--- config.mk ---
export PLATFORM = sky130hd
export DESIGN_NAME = multicycle_control_unit
export DESIGN_NICKNAME = d
export VERILOG_FILES = /design/src/rtl/cu_pkg.sv /design/src/rtl/cu_alu_decoder.sv /design/src/rtl/multicycle_control_unit.sv
export SDC_FILE = /design/constraint.sdc
export NUM_CORES = 1
export LEC_CHECK = 0
export CAP_MARGIN = 20
export CORE_AREA = 2 2 51 53
export CTS_BUF_LIST = sky130_fd_sc_hd__clkbuf_2
export CTS_CLUSTER_DIAMETER = 60
export CTS_CLUSTER_SIZE = 40
export DETAILED_ROUTE_END_ITERATION = 8
export DIE_AREA = 0 0 53 55
export GPL_ROUTABILITY_DRIVEN = 0
export GPL_TIMING_DRIVEN = 0
export PLACE_DENSITY = 0.75
export SLEW_MARGIN = 5
export SYNTH_ARGS = -nofsm -noshare
export SYNTH_HDL_FRONTEND = slang
export SYNTH_HIERARCHICAL = 1
export SYNTH_SLANG_ARGS = --single-unit
--- constraint.sdc ---
create_clock -name clk -period 3.1 [get_ports clk]
set_clock_uncertainty 0.05 [all_clocks]
set_input_delay 0.62 -clock clk [delete_from_list [all_inputs] [get_ports clk]]
set_output_delay 0.62 -clock clk [all_outputs]
set_load 0.05 [all_outputs]
--- src/rtl/cu_pkg.sv ---
// rtl/cu_pkg.sv - shared types, encodings and condition evaluation for the multicycle control unit
package cu_pkg;

   // Main sequencer states
   typedef enum logic [3:0] {
      S_FETCH,
      S_DECODE,
      S_MEMADR,
      S_MEMRD,
      S_MEMWB,
      S_MEMWR,
      S_EXECUTER,
      S_EXECUTEI,
      S_ALUWB,
      S_BRANCH
   } state_t;

   // ALU operation codes; EOR and MOV exist only when ALUControl is 3+ bits wide
   localparam logic [2:0] ALU_ADD = 3'b000;
   localparam logic [2:0] ALU_SUB = 3'b001;
   localparam logic [2:0] ALU_AND = 3'b010;
   localparam logic [2:0] ALU_ORR = 3'b011;
   localparam logic [2:0] ALU_EOR = 3'b100;
   localparam logic [2:0] ALU_MOV = 3'b101;

   // Data-processing cmd field encodings
   localparam logic [3:0] CMD_AND = 4'b0000;
   localparam logic [3:0] CMD_EOR = 4'b0001;
   localparam logic [3:0] CMD_SUB = 4'b0010;
   localparam logic [3:0] CMD_ADD = 4'b0100;
   localparam logic [3:0] CMD_CMP = 4'b1010;
   localparam logic [3:0] CMD_ORR = 4'b1100;
   localparam logic [3:0] CMD_MOV = 4'b1101;

   // Instruction classes
   localparam logic [1:0] OP_DP    = 2'b00;
   localparam logic [1:0] OP_MEM   = 2'b01;
   localparam logic [1:0] OP_B     = 2'b10;
   localparam logic [1:0] OP_UNDEF = 2'b11;

   // Result and ALU B-operand mux encodings
   localparam logic [1:0] RES_ALUOUT     = 2'b00;
   localparam logic [1:0] RES_READ       = 2'b01;
   localparam logic [1:0] RES_ALU_DIRECT = 2'b10;
   localparam logic [1:0] SRCB_REG       = 2'b00;
   localparam logic [1:0] SRCB_IMM       = 2'b01;
   localparam logic [1:0] SRCB_FOUR      = 2'b10;

   // ARM condition evaluation against the stored NZCV flags
   function automatic logic condition_check(input logic [3:0] cond, input logic [3:0] nzcv);
      logic n, z, c, v;
      {n, z, c, v} = nzcv;
      case (cond)
         4'b0000: condition_check = z;
         4'b0001: condition_check = ~z;
         4'b0010: condition_check = c;
         4'b0011: condition_check = ~c;
         4'b0100: condition_check = n;
         4'b0101: condition_check = ~n;
         4'b0110: condition_check = v;
         4'b0111: condition_check = ~v;
         4'b1000: condition_check = c & ~z;
         4'b1001: condition_check = ~c | z;
         4'b1010: condition_check = (n == v);
         4'b1011: condition_check = (n != v);
         4'b1100: condition_check = ~z & (n == v);
         4'b1101: condition_check = z | (n != v);
         default: condition_check = 1'b1;
      endcase
   endfunction

endpackage

--- src/rtl/cu_alu_decoder.sv ---
// rtl/cu_alu_decoder.sv - data-processing cmd/S decode to ALU operation, flag-write mask and no-write
module cu_alu_decoder
   import cu_pkg::*;
#(
   parameter int ALU_CTRL_W = 2
) (
   input  logic [4:0]            funct,
   output logic [ALU_CTRL_W-1:0] alu_control,
   output logic [1:0]            flag_w,
   output logic                  no_write
);

   logic [3:0] cmd;
   logic       s;

   assign cmd = funct[4:1];
   assign s   = funct[0];

   // Unsupported commands (including EOR/MOV on a narrow ALU) become harmless no-ops
   always_comb begin
      alu_control = ALU_CTRL_W'(ALU_ADD);
      flag_w      = 2'b00;
      no_write    = 1'b0;
      case (cmd)
         CMD_ADD: begin
            alu_control = ALU_CTRL_W'(ALU_ADD);
            flag_w      = {s, s};
         end
         CMD_SUB: begin
            alu_control = ALU_CTRL_W'(ALU_SUB);
            flag_w      = {s, s};
         end
         CMD_AND: begin
            alu_control = ALU_CTRL_W'(ALU_AND);
            flag_w      = {s, 1'b0};
         end
         CMD_ORR: begin
            alu_control = ALU_CTRL_W'(ALU_ORR);
            flag_w      = {s, 1'b0};
         end
         CMD_CMP: begin
            alu_control = ALU_CTRL_W'(ALU_SUB);
            flag_w      = 2'b11;
            no_write    = 1'b1;
         end
         CMD_EOR: begin
            if (ALU_CTRL_W >= 3) begin
               alu_control = ALU_CTRL_W'(ALU_EOR);
               flag_w      = {s, 1'b0};
            end else begin
               no_write = 1'b1;
            end
         end
         CMD_MOV: begin
            if (ALU_CTRL_W >= 3) begin
               alu_control = ALU_CTRL_W'(ALU_MOV);
               flag_w      = {s, 1'b0};
            end else begin
               no_write = 1'b1;
            end
         end
         default: begin
            no_write = 1'b1;
         end
      endcase
   end

endmodule

--- src/rtl/multicycle_control_unit.sv ---
// rtl/multicycle_control_unit.sv - multicycle ARM control FSM with memory wait, timeout and flags
module multicycle_control_unit
   import cu_pkg::*;
#(
   parameter int ALU_CTRL_W  = 2,
   parameter int MEM_TIMEOUT = 0
) (
   input  logic                  clk,
   input  logic                  rst,
   input  logic [3:0]            Cond,
   input  logic [1:0]            Op,
   input  logic [5:0]            Funct,
   input  logic [3:0]            Rd,
   input  logic [3:0]            ALUFlags,
   input  logic                  MemReady,
   output logic                  PCWrite,
   output logic                  AdrSrc,
   output logic                  MemRead,
   output logic                  MemWrite,
   output logic                  IRWrite,
   output logic                  RegWrite,
   output logic [1:0]            ResultSrc,
   output logic                  ALUSrcA,
   output logic [1:0]            ALUSrcB,
   output logic [1:0]            ImmSrc,
   output logic [1:0]            RegSrc,
   output logic [ALU_CTRL_W-1:0] ALUControl,
   output logic                  BusErr
);

   localparam int CNT_W = (MEM_TIMEOUT > 1) ? $clog2(MEM_TIMEOUT) : 1;
   localparam logic [CNT_W-1:0] CNT_LIMIT = CNT_W'((MEM_TIMEOUT > 0) ? MEM_TIMEOUT - 1 : 0);

   state_t                state;
   state_t                next_state;
   logic [3:0]            nzcv;
   logic                  cond_ex_q;
   logic [CNT_W-1:0]      wait_cnt;
   logic [ALU_CTRL_W-1:0] dec_alu_control;
   logic [1:0]            flag_w;
   logic                  no_write;
   logic                  cond_ex;
   logic                  mem_wait;
   logic                  timeout;

   cu_alu_decoder #(
      .ALU_CTRL_W (ALU_CTRL_W)
   ) u_alu_decoder (
      .funct       (Funct[4:0]),
      .alu_control (dec_alu_control),
      .flag_w      (flag_w),
      .no_write    (no_write)
   );

   assign cond_ex  = condition_check(Cond, nzcv);
   assign mem_wait = ((state == S_FETCH) || (state == S_MEMRD) || (state == S_MEMWR)) && !MemReady;
   assign timeout  = (MEM_TIMEOUT > 0) && mem_wait && (wait_cnt == CNT_LIMIT);

   assign ImmSrc = Op;
   assign RegSrc = {(Op == OP_MEM) && !Funct[0], (Op == OP_B)};

   // Next-state selection; a timeout abandons the access and returns to FETCH
   always_comb begin
      next_state = state;
      case (state)
         S_FETCH:    next_state = MemReady ? S_DECODE : S_FETCH;
         S_DECODE: begin
            if (!cond_ex)                     next_state = S_FETCH;
            else if (Op == OP_MEM)            next_state = S_MEMADR;
            else if (Op == OP_DP && Funct[5]) next_state = S_EXECUTEI;
            else if (Op == OP_DP)             next_state = S_EXECUTER;
            else if (Op == OP_B)              next_state = S_BRANCH;
            else                              next_state = S_FETCH;
         end
         S_MEMADR:   next_state = Funct[0] ? S_MEMRD : S_MEMWR;
         S_MEMRD:    next_state = MemReady ? S_MEMWB : (timeout ? S_FETCH : S_MEMRD);
         S_MEMWR:    next_state = (MemReady || timeout) ? S_FETCH : S_MEMWR;
         S_EXECUTER,
         S_EXECUTEI: next_state = no_write ? S_FETCH : S_ALUWB;
         default:    next_state = S_FETCH;
      endcase
   end

   // State, condition latch, NZCV flags and memory wait counter
   always_ff @(posedge clk or negedge rst) begin
      if (!rst) begin
         state     <= S_FETCH;
         nzcv      <= 4'b0000;
         cond_ex_q <= 1'b0;
         wait_cnt  <= '0;
      end else begin
         state <= next_state;
         if (state == S_DECODE) begin
            cond_ex_q <= cond_ex;
         end
         if (((state == S_EXECUTER) || (state == S_EXECUTEI)) && cond_ex_q) begin
            if (flag_w[1]) nzcv[3:2] <= ALUFlags[3:2];
            if (flag_w[0]) nzcv[1:0] <= ALUFlags[1:0];
         end
         // Cleared on timeout as well, since a FETCH timeout leaves the state unchanged
         if ((MEM_TIMEOUT == 0) || (next_state != state) || timeout) begin
            wait_cnt <= '0;
         end else if (mem_wait) begin
            wait_cnt <= wait_cnt + CNT_W'(1);
         end
      end
   end

   // Moore output decode; strobes are forced low while reset is asserted
   always_comb begin
      PCWrite    = 1'b0;
      AdrSrc     = 1'b0;
      MemRead    = 1'b0;
      MemWrite   = 1'b0;
      IRWrite    = 1'b0;
      RegWrite   = 1'b0;
      ResultSrc  = RES_ALU_DIRECT;
      ALUSrcA    = 1'b1;
      ALUSrcB    = SRCB_FOUR;
      ALUControl = ALU_CTRL_W'(ALU_ADD);
      BusErr     = timeout;
      case (state)
         S_FETCH: begin
            MemRead = 1'b1;
            IRWrite = MemReady;
            PCWrite = MemReady;
         end
         S_MEMADR: begin
            ALUSrcA    = 1'b0;
            ALUSrcB    = SRCB_IMM;
            ALUControl = Funct[3] ? ALU_CTRL_W'(ALU_ADD) : ALU_CTRL_W'(ALU_SUB);
         end
         S_MEMRD: begin
            AdrSrc  = 1'b1;
            MemRead = 1'b1;
         end
         S_MEMWB: begin
            ResultSrc = RES_READ;
            RegWrite  = 1'b1;
            PCWrite   = (Rd == 4'd15);
         end
         S_MEMWR: begin
            AdrSrc   = 1'b1;
            MemWrite = 1'b1;
         end
         S_EXECUTER: begin
            ALUSrcA    = 1'b0;
            ALUSrcB    = SRCB_REG;
            ALUControl = dec_alu_control;
         end
         S_EXECUTEI: begin
            ALUSrcA    = 1'b0;
            ALUSrcB    = SRCB_IMM;
            ALUControl = dec_alu_control;
         end
         S_ALUWB: begin
            ResultSrc = RES_ALUOUT;
            RegWrite  = 1'b1;
            PCWrite   = (Rd == 4'd15);
         end
         S_BRANCH: begin
            ALUSrcA   = 1'b0;
            ALUSrcB   = SRCB_IMM;
            ResultSrc = RES_ALU_DIRECT;
            PCWrite   = 1'b1;
         end
         default: begin
         end
      endcase
      if (!rst) begin
         PCWrite  = 1'b0;
         IRWrite  = 1'b0;
         RegWrite = 1'b0;
         MemRead  = 1'b0;
         MemWrite = 1'b0;
         BusErr   = 1'b0;
      end
   end

endmodule

==> results.json, run 1 <==
{
  "setup_slack_ns": 0.183,
  "min_period_ns": 2.92,
  "synth.distinct_cells": 39,
  "grt_pass1_wl_um": 3920,
  "chipWidth_um": 53,
  "dp_cells": 184,
  "critPathCaptureType": "primary output",
  "cts_buffers": 3,
  "drv_cap": 0,
  "hp-class": "input pin to async pin",
  "antennaDiodeCount": 0,
  "drt-initial-drc-count": 20,
  "final_max_slew_viol_count": 0,
  "p_int_mw": 0.389,
  "cts_max_level": 1,
  "path_class": "register to primary output",
  "drt-total-wl_um": 2350,
  "drive_gt1_frac": 0.108,
  "yosys_warnings": 6,
  "drc": 0,
  "switchingPower_mw": 0.459,
  "netSwitchingFraction": 0.541,
  "vdd_ir_drop_max_mv": 0.420,
  "antenna_left": 0,
  "fmax_ghz": 0.343,
  "crit_start": "state[2]$_DFF_PN0_",
  "seq_area_frac_synth": 0.247,
  "num_rows": 18,
  "arrival_ns": 2.25,
  "pin_count": 41,
  "utilization": 0.563,
  "initial_core_util": 0.385,
  "io_buffer_count": 37,
  "pwr-share-clk": 0.090,
  "wl_per_cell_um": 12.5,
  "total_power_mw": 0.848,
  "ctsHoldBuffers": 0,
  "grt_pass1_vias": 932,
  "firstDrtPassIters": 4,
  "synthCells": 117,
  "cts_sinks": 9,
  "hold_viol": 0,
  "vias": 997,
  "power_frac_comb": 0.696,
  "post_cts_buffers": 0,
  "core_mm2": 0.00236,
  "tightest_slew_ns": 0.509,
  "final_cell_mix": "clkdlybuf4s50_1 (29), nand2_1 (10), nor2_1 (9), dfrtp_1 (9), nor3_1 (8)",
  "dp_hpwl_um": 1880,
  "tritoncts": "built",
  "ys_ff_latch": 9,
  "die_h_um": 55,
  "via_per_inst": 5.30,
  "final_common_cell": "clkdlybuf4s50_1",
  "gr-total-overflow": 0,
  "p_seq_frac": 0.215,
  "synth_nets": 140,
  "place_ws_ns": -0.219,
  "antenna_found_initial": 0,
  "synth_area_per_cell_um2": 7.79,
  "clk_pin_slew_ns": 0.09,
  "fin_nets": 182,
  "netlist_area_um2": 911,
  "ctsRootBufferMaster": "clkbuf_2",
  "grt_max_degree": 12,
  "synthToLayoutAreaGrowth_pct": 46.3,
  "relSlewSlack": 0.660,
  "clkLatencyLatePin_ns": 0.25,
  "required_ns": 2.43,
  "finalCritPeriodShare": 0.941,
  "die-area_mm2": 0.00292,
  "run_status": "finished, final reports clean",
  "track_usage": 0.182,
  "cp-start-kind": "register",
  "setup_viol": 0,
  "r2r-start": "nzcv[0]$_DFFE_PN0P_",
  "clockBufferDepth": 2,
  "path_max_fanout": 10,
  "cellLeakagePower_nw": 0.590,
  "rsz0062_at_grt": "false",
  "powerDensity_mw_per_mm2": 636,
  "instances_no_fill": 188
}
power groups by stage:
stage / Combinational [mW] / Sequential [mW] / Clock, mW
after floorplan: 0.432 / 0.173 / 0
after global placement: 0.596 / 0.182 / 0
after detailed placement: 0.601 / 0.183 / 0
after CTS: 0.590 / 0.181 / 0.0785
after global routing: 0.641 / 0.187 / 0.0858
final: 0.590 / 0.182 / 0.0760
synth_stat cells:
cell / number / area [µm²]
a211o_1: 1 / 8.76
a21o_1: 1 / 7.51
a21oi_1: 7 / 35.0
a221oi_1: 1 / 8.76
a22oi_2: 1 / 12.5
a311oi_2: 1 / 15.0
a31oi_1: 2 / 12.5
and3_1: 2 / 12.5
and3_2: 1 / 7.51
and3b_1: 1 / 8.76
buf_2: 1 / 5.00
buf_4: 3 / 22.5
buf_6: 1 / 11.3
clkbuf_1: 3 / 11.3
conb_1: 1 / 3.75
dfrtp_1: 9 / 225
inv_1: 5 / 18.8
mux2_2: 4 / 45.0
mux2i_1: 2 / 20.0
nand2_1: 10 / 37.5
nand2b_1: 6 / 37.5
nand3_1: 2 / 10.0
nand3b_1: 1 / 7.51
nand4_1: 3 / 18.8
nor2_1: 9 / 33.8
nor2b_1: 6 / 37.5
nor3_1: 8 / 40.0
nor3b_1: 5 / 37.5
nor4_1: 1 / 6.26
o211ai_1: 1 / 7.51
o21ai_0: 3 / 15.0
o21ai_1: 1 / 5.00
o22ai_1: 2 / 12.5
o311ai_2: 1 / 16.3
o31ai_1: 1 / 7.51
o32a_1: 1 / 10.0
o41ai_1: 2 / 17.5
xnor2_1: 2 / 17.5
xor2_1: 5 / 43.8
final timing paths:
path                            slack [ns]               endpoint  cells after the start
worst max-delay path                  0.18           ResultSrc[1]                      4
max in group asynchronous             2.41     state[0]$_DFF_PN0_                      1
min in group clk                      0.47  cond_ex_q$_DFFE_PN0P_                      2
worst min-delay path                  0.26    nzcv[3]$_DFFE_PN0P_                      1
worst min register to register        0.47  cond_ex_q$_DFFE_PN0P_                      2
worst max register to register        1.35     state[0]$_DFF_PN0_                      5
registers in the layout, summed over array words and instances (netlist names):
name / count
cond_ex_q: 1
nzcv: 4
state: 4
worst max-delay path, cell delays in order (launching register included):
cell and delay [ns]:
dfrtp_1 0.37, clkbuf_1 0.37, nand2_1 0.20, a211o_1 0.35
clkdlybuf4s50_1 0.71
cell families after synthesis:
| family | Yosys count | share of synthesized area |
|---|---|---|
| buf+inv | 13 | 0.0755 |
| xor+xnor | 7 | 0.0673 |
| mux | 6 | 0.0714 |
| other cells | 1 | 0.00412 |
| flops | 9 | 0.247 |
| simple gates | 55 | 0.324 |
| compound gates | 26 | 0.210 |
final cells by class:
cell class              count  area (µm²)
plain buffers               8        50.0
clock buffers               4        20.0
fillers                   229        1030
inverters                   5        18.8
multi-input cells          95         617
flip-flops and latches      9         225
well taps                  30        37.5
repair buffers             37         364
through the flow:
stage | hold slack [ns] | area [µm²] | TNS [ns]
4_1_cts | 0.479 | 1330 | 0
3_5_place_dp | 0.458 | 1320 | -0.858
6_report | 0.259 | 1330 | 0
2_1_floorplan | 0.274 | 911 | 0
3_3_place_gp | 0.447 | 1320 | -0.673
5_1_grt | 0.272 | 1330 | 0
layer usage:
metal  share of wire  vias up  global-route usage
li1                -      505                   -
met1            0.46      460               0.240
met2            0.48       32               0.304
met3           0.063        0              0.0511
met4               0        0              0.0256
met5               0        -                   0
timing repair:
item / 4_1_cts / 5_1_grt
endpoints found under the setup margin: 7 / 3
resized for setup: 7 / 1
pin swaps: 0 / 0
No activity file was read; power rests on OpenSTA's default activity.
==> run 2: changes to the inputs <==
ABC_CLOCK_PERIOD_IN_PS = 3100   (was default)
==> results of run 2 <==
No change in the layout: final DEF, timing and power equal those of run 1.
==> run 3: changes to the inputs <==
GPL_ROUTABILITY_DRIVEN = 1   (was 0)
==> results of run 3 <==
No change in the layout: final DEF, timing and power equal those of run 1.
